File: config.mk
export PLATFORM = sky130hd
export DESIGN_NAME = sel_gen
export DESIGN_NICKNAME = d
export VERILOG_FILES = /design/src/rtl/sel_gen.sv
export SDC_FILE = /design/constraint.sdc
export NUM_CORES = 1
export LEC_CHECK = 0
export BUFFER_PORTS_ARGS = -buffer_cell sky130_fd_sc_hd__buf_2
export CORE_UTILIZATION = 45
export DETAILED_ROUTE_END_ITERATION = 16
export PLACE_DENSITY = 0.66
export SETUP_SLACK_MARGIN = 0.4
export SLEW_MARGIN = 20
export SYNTH_ARGS = -nofsm -noshare
export SYNTH_HDL_FRONTEND = slang
export SYNTH_SLANG_ARGS = --single-unit
File: constraint.sdc
create_clock -name CLOCK -period 6.5 [get_ports CLOCK]
set_input_delay 0.65 -clock CLOCK [delete_from_list [all_inputs] [get_ports CLOCK]]
set_output_delay 0.65 -clock CLOCK [all_outputs]
set_load 0.02 [all_outputs]
File: src/rtl/sel_gen.sv
// sel_gen: round-robin source-select generator for the fitter input stage.
// Watches up to eight event sources and grants one at a time. The select code
// stays stable until the granted source ends its event. A fixed two-cycle gap
// between events lets the downstream delayed select settle.
// Optional watchdog: define SEL_GEN_TIMEOUT_EN to compile in the BUSY idle
// counter, the HOLD_MAX compare and the TIMEOUT pulse. Without the macro, BUSY
// waits for DV&EE indefinitely and TIMEOUT is tied low.
module sel_gen #(
  parameter int NSRC     = 8,
  parameter int HOLD_MAX = 255
) (
  input  logic            CLOCK,
  input  logic            RESET,
  input  logic [NSRC-1:0] REQ,
  input  logic            DV,
  input  logic            EE,
  input  logic            HALT,
  output logic [2:0]      OUT,
  output logic            VALID,
  output logic [NSRC-1:0] GRANT,
  output logic            TIMEOUT
);

  localparam logic [1:0] S_IDLE = 2'd0;
  localparam logic [1:0] S_BUSY = 2'd1;
  localparam logic [1:0] S_GAP  = 2'd2;

  // After reset the scan starts one past LAST, so source 0 wins first.
  localparam logic [2:0] LAST_RST = 3'(NSRC - 1);

  // Elaboration-time guards on the legal parameter ranges.
  if (NSRC < 1 || NSRC > 8) begin : g_bad_nsrc
    $error("sel_gen: NSRC must be in 1..8");
  end
  if (HOLD_MAX < 1 || HOLD_MAX > 255) begin : g_bad_hold
    $error("sel_gen: HOLD_MAX must be in 1..255");
  end

  logic [1:0]      state_q, state_d;
  logic [2:0]      last_q, last_d;
  logic [2:0]      out_q, out_d;
  logic            valid_q, valid_d;
  logic [NSRC-1:0] grant_q, grant_d;
  logic            gcnt_q, gcnt_d;

`ifdef SEL_GEN_TIMEOUT_EN
  // Fires on the no-DV edge that would bring WCNT up to HOLD_MAX.
  localparam logic [7:0] HOLD_LIM = 8'(HOLD_MAX - 1);

  logic [7:0] wcnt_q, wcnt_d;
  logic       timeout_q, timeout_d;
`endif

  logic [7:0] req_pad;
  logic [2:0] cand;
  logic       arb_hit;
  logic [2:0] arb_idx;

  // Round-robin scan: LAST+1, LAST+2, ... modulo NSRC, first requester wins.
  // The loop runs from the far end so the nearest hit is written last.
  always_comb begin
    // NOTE: every variable gets a default before any branch so no latch is inferred.
    req_pad = 8'(REQ);
    cand    = '0;
    arb_hit = 1'b0;
    arb_idx = '0;
    for (int k = NSRC; k >= 1; k--) begin
      cand = 3'((int'(last_q) + k) % NSRC);
      if (req_pad[cand]) begin
        arb_hit = 1'b1;
        arb_idx = cand;
      end
    end
  end

  // Next-state logic: IDLE arbitrates, BUSY waits for end of event (or the
  // watchdog), GAP holds VALID low for two cycles and then arbitrates.
  always_comb begin
    state_d = state_q;
    last_d  = last_q;
    out_d   = out_q;
    valid_d = valid_q;
    grant_d = grant_q;
    gcnt_d  = gcnt_q;
`ifdef SEL_GEN_TIMEOUT_EN
    wcnt_d    = wcnt_q;
    timeout_d = 1'b0;
`endif

    if (!HALT) begin
      unique case (state_q)
        S_BUSY: begin
          if (DV && EE) begin
            state_d = S_GAP;
            valid_d = 1'b0;
            grant_d = '0;
            gcnt_d  = 1'b1;
`ifdef SEL_GEN_TIMEOUT_EN
            wcnt_d  = '0;
`endif
          end
`ifdef SEL_GEN_TIMEOUT_EN
          else if (DV) begin
            wcnt_d = '0;
          end else if (wcnt_q == HOLD_LIM) begin
            // Abort the stuck event; LAST already points at it, so it loses its turn.
            state_d   = S_GAP;
            valid_d   = 1'b0;
            grant_d   = '0;
            gcnt_d    = 1'b1;
            wcnt_d    = '0;
            timeout_d = 1'b1;
          end else begin
            wcnt_d = wcnt_q + 8'd1;
          end
`endif
        end

        S_GAP: begin
          if (gcnt_q) begin
            gcnt_d = 1'b0;
          end else if (arb_hit) begin
            state_d = S_BUSY;
            last_d  = arb_idx;
            out_d   = arb_idx;
            valid_d = 1'b1;
            grant_d = NSRC'(8'b1 << arb_idx);
`ifdef SEL_GEN_TIMEOUT_EN
            wcnt_d  = '0;
`endif
          end else begin
            state_d = S_IDLE;
          end
        end

        default: begin
          // IDLE, plus recovery from the unused encoding.
          state_d = S_IDLE;
          valid_d = 1'b0;
          grant_d = '0;
          if (arb_hit) begin
            state_d = S_BUSY;
            last_d  = arb_idx;
            out_d   = arb_idx;
            valid_d = 1'b1;
            grant_d = NSRC'(8'b1 << arb_idx);
`ifdef SEL_GEN_TIMEOUT_EN
            wcnt_d  = '0;
`endif
          end
        end
      endcase
    end
  end

  // Main state and output registers with synchronous reset.
  always_ff @(posedge CLOCK) begin
    // NOTE: sequential state uses non-blocking assignments so every register samples pre-edge values.
    if (RESET) begin
      state_q <= S_IDLE;
      last_q  <= LAST_RST;
      out_q   <= '0;
      valid_q <= 1'b0;
      grant_q <= '0;
      gcnt_q  <= 1'b0;
    end else begin
      state_q <= state_d;
      last_q  <= last_d;
      out_q   <= out_d;
      valid_q <= valid_d;
      grant_q <= grant_d;
      gcnt_q  <= gcnt_d;
    end
  end

`ifdef SEL_GEN_TIMEOUT_EN
  // Watchdog counter and one-cycle abort pulse.
  always_ff @(posedge CLOCK) begin
    if (RESET) begin
      wcnt_q    <= '0;
      timeout_q <= 1'b0;
    end else begin
      wcnt_q    <= wcnt_d;
      timeout_q <= timeout_d;
    end
  end

  assign TIMEOUT = timeout_q;
`else
  assign TIMEOUT = 1'b0;
`endif

  assign OUT   = out_q;
  assign VALID = valid_q;
  assign GRANT = grant_q;

endmodule
Word level (Yosys, flattened, before mapping)
Index checks and enable logic that the tools add are counted.

Register bits after elaboration: 18. Bits in latches: 0. Memory bits (writable): 0. Memory bits (read-only): 0. Input bits: 13. Output and inout port bits: 13. Memories kept: 0.

Add/subtract/negate cells: 8. Multiply operators: 0. Div/mod/pow operators: 0. $lt $le $gt $ge: 8. Equal/unequal tests: 5. Shift-type cells: 1. Multiplexer cells: 54. Bitwise operators: 2. Reduce and logical (&&, ||, !) cells: 6.

Operator list (number): $mux W3 (12); $lt A3 B4 Y1 const B (8); $mux W8 (4); $bmux W1 S3 (8); $mux W1 (22); $pmux W8 S2 (1); $add A3 B3 Y3 const B (4); $pmux W3 S2 (2); $reduce_and A3 Y1 (3); $shl A1 B3 Y8 const A (1); $add A3 B1 Y3 const B (2); $add A3 B2 Y3 const B (2); $ne A2 B2 Y1 const B (3); $mux W2 (2); $pmux W1 S2 (2); $pmux W2 S2 (1); $reduce_and A4 Y1 (1); $eq A2 B1 Y1 const B (1); $eq A2 B2 Y1 const B (1); $not A1 Y1 (2); $reduce_bool A2 Y1 (1); $logic_and A1 B1 Y1 (1).

Depth between registers and ports, before layout
Gate-level depths: netlist of run 1.

Word-level depth: 15. Depth in mapped cells: 13. Depth with buffers taken out: 9.

Worst setup path after synthesis of run 1
Ideal clock, no wire load.

Path kind: flip-flop to flip-flop. Start point: reg last_q[1]. End point: reg grant_q[1] (netlist: GRANT[1]). Library setup time: 0.117 ns. Arrival: 3.232 ns. Path slack: 3.152 ns. Cell stages (with the launch flop): 13. Buffers on the path: 3. Path through: dfxtp_1 -> buf_2 -> buf_2 -> inv_1 -> ha_1 -> buf_6 -> mux4_2 -> mux2_2 -> nor4b_1 -> nand4_2 -> nor3b_1 -> and3_1 -> a22o_1.

Cells in the longest elaborated chain, start to end: 15.

RTL lines: start, declared (line 40) `logic [2:0] last_q, last_d;`; start signal, assigned (line 168) `last_q <= last_d;`; $add A3 B1 Y3 (line 68) `cand = 3'((int'(last_q) + k) % NSRC);`; $bmux W1 S3 (line 69) `if (req_pad[cand]) begin`; $mux W1 (not written as such) (line 69); $mux W3 (8 in a row) (line 69); $shl A1 B3 Y8 (line 127, 146); $mux W8 (line 122) `end else if (arb_hit) begin`; $mux W8 (line 120) `if (gcnt_q) begin`; $pmux W8 S2 (line 91) `unique case (state_q)`; end signal, assigned (line 171) `grant_q <= grant_d;`; end, declared (line 43) `logic [NSRC-1:0] grant_q, grant_d;`.

Parallel ways exist; a longest one is shown, timed or not. The select of a mux whose other input is x is not followed. A chain may end at the register's enable or synchronous reset.

Worst setup path after layout of run 1
Start point: reg last_q[0]. End point: reg grant_q[4] (netlist: GRANT[4]).

The elaborated chain is that of the path after synthesis.

==> results by group, run 1 <==
Final layout
  • Filler cells: 373
  • Post-layout instance area: 0.00206 mm^2
  • Most frequent cells in the layout: buf_2, dfxtp_1, mux4_2, nand2_1, a21oi_1
  • Final #Nets: 228
  • Area delta synth->final: 7.84%
  • Antenna diodes: 0
  • Share of layout cells above drive strength 1: 31.4%
  • Most common cell after layout, fill and taps aside: buf_2

Worst hold path
  • Hold Crit Endpoint: GRANT[2]
  • Hold wc startpoint: GRANT[2]
  • Min-Delay Path Class: reg -> reg
  • Worst hold stages: 2

Logic synthesis
  • Yosys reg bits: 18
  • Yosys cell types: 60
  • Avg Cell Area, Syn: 9.82 um^2
  • YS warnings: 0
  • Ys flop type: dfxtp_1
  • Top cell type's share of synthesized area: 20.0%
  • Asr flop ratio synth: 0%
  • Mapped Cells: 195
  • Number of flops mapped to enable cells by yosys: 0
  • Syn nets: 212
  • Post-synthesis cell area: 0.00191 mm^2
  • Seq/Total Area, Yosys: 18.8%
  • Leading area contributor after synthesis: mux4_2
  • Top cells by area, synth: mux4_2, dfxtp_1, mux2_2, nand2_1, a21oi_1

Floorplanning
  • Die area: 0.00452 mm^2
  • Rows: 23
  • # IOs: 26
  • Initial Util: 47.5%
  • Area of the core: 0.00403 mm^2
  • Chip width: 67.2 um
  • Die height: 67.2 um

STA
  • Crit path time final: 4330 ps
  • Hold_ws: 457 ps
  • Worst Skew: 2.82 ps
  • Slew Limit Fails: 0
  • Fmax: 231 MHz
  • Final hold viol count: 0
  • Final period utilization: 66.7%
  • RSZ-0062 raised after global routing: false
  • Final setup violation count: 0
  • Relative slew slack: 44.4%
  • Setup TNS: 0 ps
  • Least-Margin Pin Slew: 832 ps

Clocking
  • Postcts setup bufs: 0
  • Clk root buf: clkbuf_8
  • Total CTS buffers: 3
  • Clock Tree Buf Depth: 2
  • Clk slew on worst S/H paths: 70 ps
  • H-tree levels: 1
  • Clock Sinks: 18
  • Post-cts sizing count: 0
  • CTS tree: yes
  • Hold buffers post-CTS: 0
  • Clk Latency, worst-skew pair: 250 ps

Setup path
  • Flop2flop setup slack: 2170 ps
  • Cell family with most CP delay: multiplexers
  • Worst Path Arrival: 4530 ps
  • WP data required: 6700 ps
  • Critical path class: reg -> reg
  • R2r worst-path depth: 9
  • Cell breakdown of the critical path: inv_2 > ha_1 > mux4_2 > mux2_2 > nor4b_1 > nand4_2 > o21ai_1 > and2b_1 > a22o_1
  • Worst Path Buf+Inv: 1
  • R2R Path End: GRANT[4]
  • CP max FO: 18
  • Slowest stage cell, crit path: dfxtp_1
  • CP endpoint kind: flop
  • Worst setup SP type: flop
  • Reg2Reg Launch Point: last_q[0]
  • Critical Path Max Stage Delay: 870 ps

Status
  • Status: completed

Routing
  • Routed WL: 4.39 mm
  • Post-route DRC: 0
  • Via count: 1708
  • WL per Instance: 16.9 um
  • Vias/cell: 6.57
  • Iteration count of the initial detailed-routing pass: 4
  • Iteration-0 DRC count of the detailed router: 87
  • Antenna Nets Post-Route: 0

Global route
  • Initial antenna violation count: 0
  • First-pass GRT wire length: 7.31 mm
  • Vias in the first global route: 1527
  • Largest net degree at the start of global routing: 21
  • Gr usage total: 20.8%
  • Gr ovfl total: 0

Placement
  • Post-placement cell area: 0.00201 mm^2
  • Hpwl dp: 3.23 mm
  • GPL Wtd Cong: 0.850
  • PortBufs: 24

Pwr
  • Max rail drop VDD: 203 uV
  • Pleak: 0.767 nW
  • Power, Total: 734 uW
  • PwrDens: 355 mW/mm^2

Flow run
  • MaxCap Viol Count: 0
[layout make-up]
class                           count  area, um^2  area share (%)
Multi-Input combinational cell    154        1430            69.2
Sequential cell                    18         360            17.5
Clock buffer                        4        55.1            2.67
Tap cell                           50        62.6            3.03
Timing Repair Buffer               24         120            5.82
Inverter                           10        37.5            1.82
[cells in the mapped netlist, drive strengths merged, types with 3 or more instances]
cell    number
o31ai        3
dfxtp       18
nor2         4
mux2        13
buf         10
a211oi       5
mux2i        5
o22ai        4
or3          3
mux4        17
o311ai       3
o21ai        6
nand2       17
inv         10
o21bai       3
o32ai        3
nor3         8
nand2b       5
a21oi       12
a221oi       6
ha           4
clkbuf       3
[state kept, by name, indices dropped and copies added, names as in the netlist]
register / flops
gcnt_q: 1
state_q: 2
OUT: 3
VALID: 1
last_q: 3
GRANT: 8
[worst min-delay path, delay by kind of cell, from the launching register on]
kind,cells,cell delay [ps]
AOI/OAI and AO/OA,1,50
buffers and inverters,1,50
DFF,1,320
[per-layer routing]
| metal | track usage, % | wire, um |
|---|---|---|
| met1 | 30.1 | 1920 |
| met2 | 34.0 | 2150 |
| met5 | 0 | 0 |
| met3 | 1.69 | 303 |
| met4 | 3.99 | 12 |
[power breakdown]
group	internal (mW)	switching (mW)	total [mW]	leakage (nW)
combinational	0.209	0.268	0.477	0.591
clock	0.0538	0.0390	0.0927	0.0288
sequential	0.129	0.0347	0.164	0.147
[logic make-up after synthesis]
logic type | Yosys count | synth area share [%]
buf+inv | 23 | 6.54
flops | 18 | 18.8
mux | 35 | 30.7
fa+ha+maj | 4 | 2.61
other cells | 1 | 0.196
xor+xnor | 2 | 0.915
compound gates | 58 | 25.0
simple gates | 54 | 15.2
[how the worst max path moves through the flow]
| stage | from | endpoint | slack (ps) | depth (start not counted) |
|---|---|---|---|---|
| after global placement | last_q[0] | GRANT[4] | 2190 | 9 |
| after CTS | last_q[0] | GRANT[4] | 2160 | 9 |
| after detailed placement | last_q[0] | GRANT[1] | 2160 | 9 |
| after global routing | last_q[0] | GRANT[4] | 1810 | 9 |
| after floorplan | last_q[1] | GRANT[1] | 3150 | 12 |
| final | last_q[0] | GRANT[4] | 2170 | 9 |
[per-stage QoR]
stage | std cells | util, % | setup WS [ps]
floorplan | 195 | - | 3150
global placement | 256 | 49.9 | 2190
detailed placement | 256 | 49.9 | 2160
CTS | 260 | 51.2 | 2160
global route | 260 | 51.2 | 1810
finish | 260 | 51.2 | 2170
No activity file was read; power rests on OpenSTA's default activity.
==> run 2, diff against run 1 <==
==> constraint.sdc (replaced) <==
create_clock -name CLOCK -period 4 [get_ports CLOCK]
set_input_delay 0.4 -clock CLOCK [delete_from_list [all_inputs] [get_ports CLOCK]]
set_output_delay 0.4 -clock CLOCK [all_outputs]
set_load 0.02 [all_outputs]
==> run 2 against run 1 <==
  * Register-to-register slack lost 1600 ps
  * Non-clock buffer count increased by 5
  * Total power increased by 71%
  * First-iteration DRC count grew to 3.2 times the previous value
  * Global-route usage rose by 0.55 points
  * Clock skew grew 2.3 ps
  * Critical path depth rose by 1
  * Final cell count grew 1.9%
  * Count of clock-buffer cells in the layout did not move
  * Critical path type unchanged
==> results by group, run 2 (same netlist as run 1, synthesis figures left out) <==
Status
  • Status: completed

Final layout
  • Most common cell after layout, fill and taps aside: buf_2
  • Antenna diodes: 0
  • Most frequent cells in the layout: buf_2, dfxtp_1, mux4_2, nand2_1, a21oi_1
  • Seq. cell area: 360 um^2
  • Share of layout cells above drive strength 1: 33.0%
  • Final #Nets: 233
  • Filler cells: 360
  • Max FFs per register: 8
  • Area of the multi-input gates: 0.00144 mm^2
  • Area delta synth->final: 10.8%
  • Post-Route Utilization: 52.7%

Floorplanning
  • Die area: 0.00452 mm^2
  • Initial Util: 47.5%
  • Die height: 67.2 um
  • Area of the core: 0.00403 mm^2
  • Chip width: 67.2 um
  • # IOs: 26
  • Rows: 23

Placement
  • PortBufs: 24
  • Hpwl dp: 3.38 mm
  • GPL Wtd Cong: 0.845

Pwr
  • Max rail drop VDD: 319 uV
  • Pleak: 0.796 nW
  • PwrDens: 590 mW/mm^2

Clocking
  • CTS tree: yes
  • Clock Tree Buf Depth: 2
  • Total CTS buffers: 3
  • H-tree levels: 1
  • Clock Sinks: 18
  • Clk root buf: clkbuf_8
  • Hold buffers post-CTS: 0
  • Clk Latency, worst-skew pair: 250 ps
  • Clk slew on worst S/H paths: 70 ps

Setup path
  • Setup crit start: last_q[0]
  • Worst setup SP type: flop
  • WP data required: 4190 ps
  • CP endpoint kind: flop
  • Critical path class: reg -> reg
  • Worst Path Arrival: 3590 ps
  • Reg2Reg Launch Point: last_q[0]
  • CP max FO: 12
  • Flop2flop setup slack: 590 ps

Global route
  • Gr ovfl total: 0
  • Gr usage total: 21.4%
  • Initial antenna violation count: 0
  • Vias in the first global route: 1551
  • First-pass GRT wire length: 7.51 mm
  • Largest net degree at the start of global routing: 20

STA
  • Final period utilization: 85.2%
  • RSZ-0062 raised after global routing: false
  • Least-Margin Pin Slew: 617 ps
  • Relative slew slack: 58.6%
  • Setup TNS: 0 ps
  • Final setup violation count: 0
  • Final hold viol count: 0
  • Worst Skew: 5.12 ps
  • Slew Limit Fails: 0
  • Fmax: 293 MHz
  • Crit path time final: 3410 ps
  • Hold_ws: 472 ps

Routing
  • WL per Instance: 16.9 um
  • Post-route DRC: 0
  • Routed WL: 4.48 mm
  • Vias/cell: 6.47
  • Iteration-0 DRC count of the detailed router: 276
  • Via count: 1715
  • Antenna Nets Post-Route: 0
  • Iteration count of the initial detailed-routing pass: 4

Flow run
  • MaxCap Viol Count: 0

Worst hold path
  • Hold wc startpoint: OUT[0]
  • Min-Delay Path Class: reg -> reg
-- run 2: worst max-delay path, stage by stage (launching register included) --
cell       delay (ps)
dfxtp_1           360
inv_2             120
ha_1              450
buf_4             270
mux2_1            360
mux4_2            500
o21bai_4          200
a2111oi_4         410
a211oi_4          120
or4_1             440
o2bb2ai_2         130
-- run 2: timing repair --
item,CTS,global route
gates resized for setup,0,1
setup buffers,0,1
endpoints found under the setup margin,0,4
-- run 2: layer usage --
layer | up-vias | track usage (%) | share of wire [%] | routed length [um]
li1 | 818 | - | - | -
met1 | 827 | 31.2 | 47 | 2090
met2 | 66 | 33.8 | 47 | 2090
met3 | 4 | 2.03 | 6.3 | 280
met4 | 0 | 5.05 | 0.49 | 22
met5 | - | 0 | 0 | 0
-- run 2: layout make-up --
cell class	count	share of cell area, %
inverters	10	1.77
clock buffers	4	2.59
multi-input cells	154	67.7
repair buffers	29	8.02
well taps	50	2.95
flip-flops and latches	18	17.0
-- run 2: stage by stage --
step | total power, mW | cell area (um^2) | setup slack [ps] | std cells
3_3_place_gp | 1.05 | 2040 | 615 | 260
5_1_grt | 1.34 | 2120 | 431 | 265
6_report | 1.25 | 2120 | 592 | 265
2_1_floorplan | 0.910 | 1910 | 652 | 195
4_1_cts | 1.20 | 2090 | 611 | 264
3_5_place_dp | 1.05 | 2040 | 629 | 260
-- run 2: path summary, 6_finish.rpt --
check	end	depth (start not counted)
max	GRANT[6]	10
min	OUT[0]	2
max reg2reg	GRANT[6]	10
min reg2reg	OUT[0]	2
-- run 2: power breakdown --
group | internal (mW) | switching, mW
logic | 0.387 | 0.485
clock network | 0.0873 | 0.0579
registers | 0.210 | 0.0247
==> run 3, diff against run 2 <==
--- a/config.mk
+++ b/config.mk
@@ -8,6 +8,7 @@
 export BUFFER_PORTS_ARGS = -buffer_cell sky130_fd_sc_hd__buf_2
 export CORE_UTILIZATION = 45
 export DETAILED_ROUTE_END_ITERATION = 16
+export MAX_ROUTING_LAYER = met4
 export PLACE_DENSITY = 0.66
 export SETUP_SLACK_MARGIN = 0.4
 export SLEW_MARGIN = 20
==> run 3 against run 2 <==
  * Maximum frequency hardly changed
  * Sequential share of layout area stayed put
  * Total power hardly changed
  * Non-clock buffer count stayed put
  * Final area stayed put
  * Hold slack hardly changed
  * Worst setup slack worse by 2.2 ps
  * First-iteration DRC count is 9.1% lower
  * Count of clock-buffer cells in the layout stayed put
  * Clock skew hardly changed
  * Routed wire length is 0.54% higher
  * Combinational power hardly changed
  * Largest power group unchanged
==> results by group, run 3 (same netlist as run 1, synthesis figures left out) <==
Global route
  • First-pass GRT wire length: 7.51 mm
  • Vias in the first global route: 1549
  • Initial antenna violation count: 0
  • Gr ovfl total: 0
  • Largest net degree at the start of global routing: 20
  • Gr usage total: 22.0%

Setup path
  • Cell family with most CP delay: multiplexers
  • Worst setup SP type: flop
  • Critical path class: reg -> reg
  • Slowest stage cell, crit path: mux4_2
  • Cell breakdown of the critical path: inv_2 > ha_1 > buf_4 > mux2_1 > mux4_2 > o21bai_4 > a2111oi_4 > a211oi_4 > or4_1 > o2bb2ai_2
  • Critical Path Max Stage Delay: 500 ps
  • Worst Path Buf+Inv: 2
  • CP max FO: 12
  • Worst Path Arrival: 3600 ps
  • CP endpoint kind: flop
  • WP data required: 4190 ps

Pwr
  • Max rail drop VDD: 319 uV
  • PwrDens: 590 mW/mm^2
  • Pleak: 0.796 nW

STA
  • Worst Skew: 5.25 ps
  • Relative slew slack: 57.8%
  • Least-Margin Pin Slew: 628 ps
  • Crit path time final: 3410 ps
  • Final setup violation count: 0
  • Slew Limit Fails: 0
  • Fmax: 293 MHz
  • RSZ-0062 raised after global routing: false
  • Setup TNS: 0 ps
  • Final hold viol count: 0
  • Final period utilization: 85.2%

Routing
  • Post-route DRC: 0
  • Iteration-0 DRC count of the detailed router: 251
  • Iteration count of the initial detailed-routing pass: 4
  • Via count: 1721
  • Vias/cell: 6.49
  • Antenna Nets Post-Route: 0
  • Routed WL: 4.50 mm
  • WL per Instance: 17.0 um

Floorplanning
  • Rows: 23
  • Initial Util: 47.5%
  • Die height: 67.2 um
  • # IOs: 26
  • Die area: 0.00452 mm^2
  • Area of the core: 0.00403 mm^2
  • Chip width: 67.2 um

Flow run
  • MaxCap Viol Count: 0

Clocking
  • H-tree levels: 1
  • Hold buffers post-CTS: 0
  • Clock Tree Buf Depth: 2
  • Clk Latency, worst-skew pair: 250 ps
  • Clk slew on worst S/H paths: 70 ps
  • Clock Sinks: 18
  • Clk root buf: clkbuf_8
  • CTS tree: yes
  • Total CTS buffers: 3

Final layout
  • Filler cells: 360
  • Area of the multi-input gates: 0.00144 mm^2
  • Most common cell after layout, fill and taps aside: buf_2
  • Antenna diodes: 0
  • Finished Layout Cells: 265
  • Share of layout cells above drive strength 1: 33.0%
  • Seq. cell area: 360 um^2
  • Most frequent cells in the layout: buf_2, dfxtp_1, mux4_2, nand2_1, a21oi_1
  • Post-layout instance area: 0.00212 mm^2
  • Area delta synth->final: 10.8%
  • Max FFs per register: 8
  • Final #Nets: 233

Status
  • Status: completed

Placement
  • Cell Count Post-Placement: 260
  • GPL Wtd Cong: 0.859
  • Hpwl dp: 3.38 mm
  • PortBufs: 24
  • Post-placement cell area: 0.00204 mm^2

Worst hold path
  • Min-Delay Path Class: reg -> reg
==> run 3: worst paths after layout <==
check,startpoint,cells past startpoint,endpoint,slack [ps]
worst max-delay path,last_q[0],10,GRANT[6],590
worst min register to register,OUT[0],2,OUT[0],470
worst min-delay path,OUT[0],2,OUT[0],470
worst max register to register,last_q[0],10,GRANT[6],590
==> run 3: area by class of cell <==
type / count / area share (%)
Clock buffer: 4 / 2.59
Inverter: 10 / 1.77
Multi-Input combinational cell: 154 / 67.7
Sequential cell: 18 / 17.0
Tap cell: 50 / 2.95
Timing Repair Buffer: 29 / 8.02
==> run 3: metal layers <==
| layer | vias up | track usage, % | wire length [um] |
|---|---|---|---|
| li1 | 818 | - | - |
| met1 | 841 | 31.3 | 2120 |
| met2 | 58 | 33.8 | 2120 |
| met3 | 4 | 1.86 | 240 |
| met4 | 0 | 5.05 | 22 |
| met5 | - | - | 0 |
==> run 3: repair_timing <==
| item | 4_1_cts | 5_1_grt |
|---|---|---|
| gates resized for setup | 0 | 1 |
| setup buffers | 0 | 1 |
| endpoints found under the setup margin | 0 | 4 |
==> run 3: worst min-delay path, stage by stage, from the launching register on <==
cell     delay, ps
dfxtp_1        310
nand2_1         50
a21oi_1         60
==> run 3: where the power goes <==
part / leakage [nW] / internal (mW) / total [mW] / switching [mW]
Sequential: 0.147 / 0.210 / 0.235 / 0.0248
Clock: 0.0288 / 0.0873 / 0.145 / 0.0582
Combinational: 0.620 / 0.387 / 0.872 / 0.485
Total: 0.796 / 0.685 / 1.25 / 0.568
==> run 3: metrics by stage <==
stage / setup slack [ps] / power, mW / utilization [%] / hold slack (ps)
floorplan: 652 / 0.910 / - / 453
global placement: 615 / 1.05 / 50.6 / 449
detailed placement: 629 / 1.05 / 50.6 / 457
CTS: 611 / 1.20 / 52.0 / 474
global route: 431 / 1.34 / 52.7 / 492
finish: 590 / 1.25 / 52.7 / 472
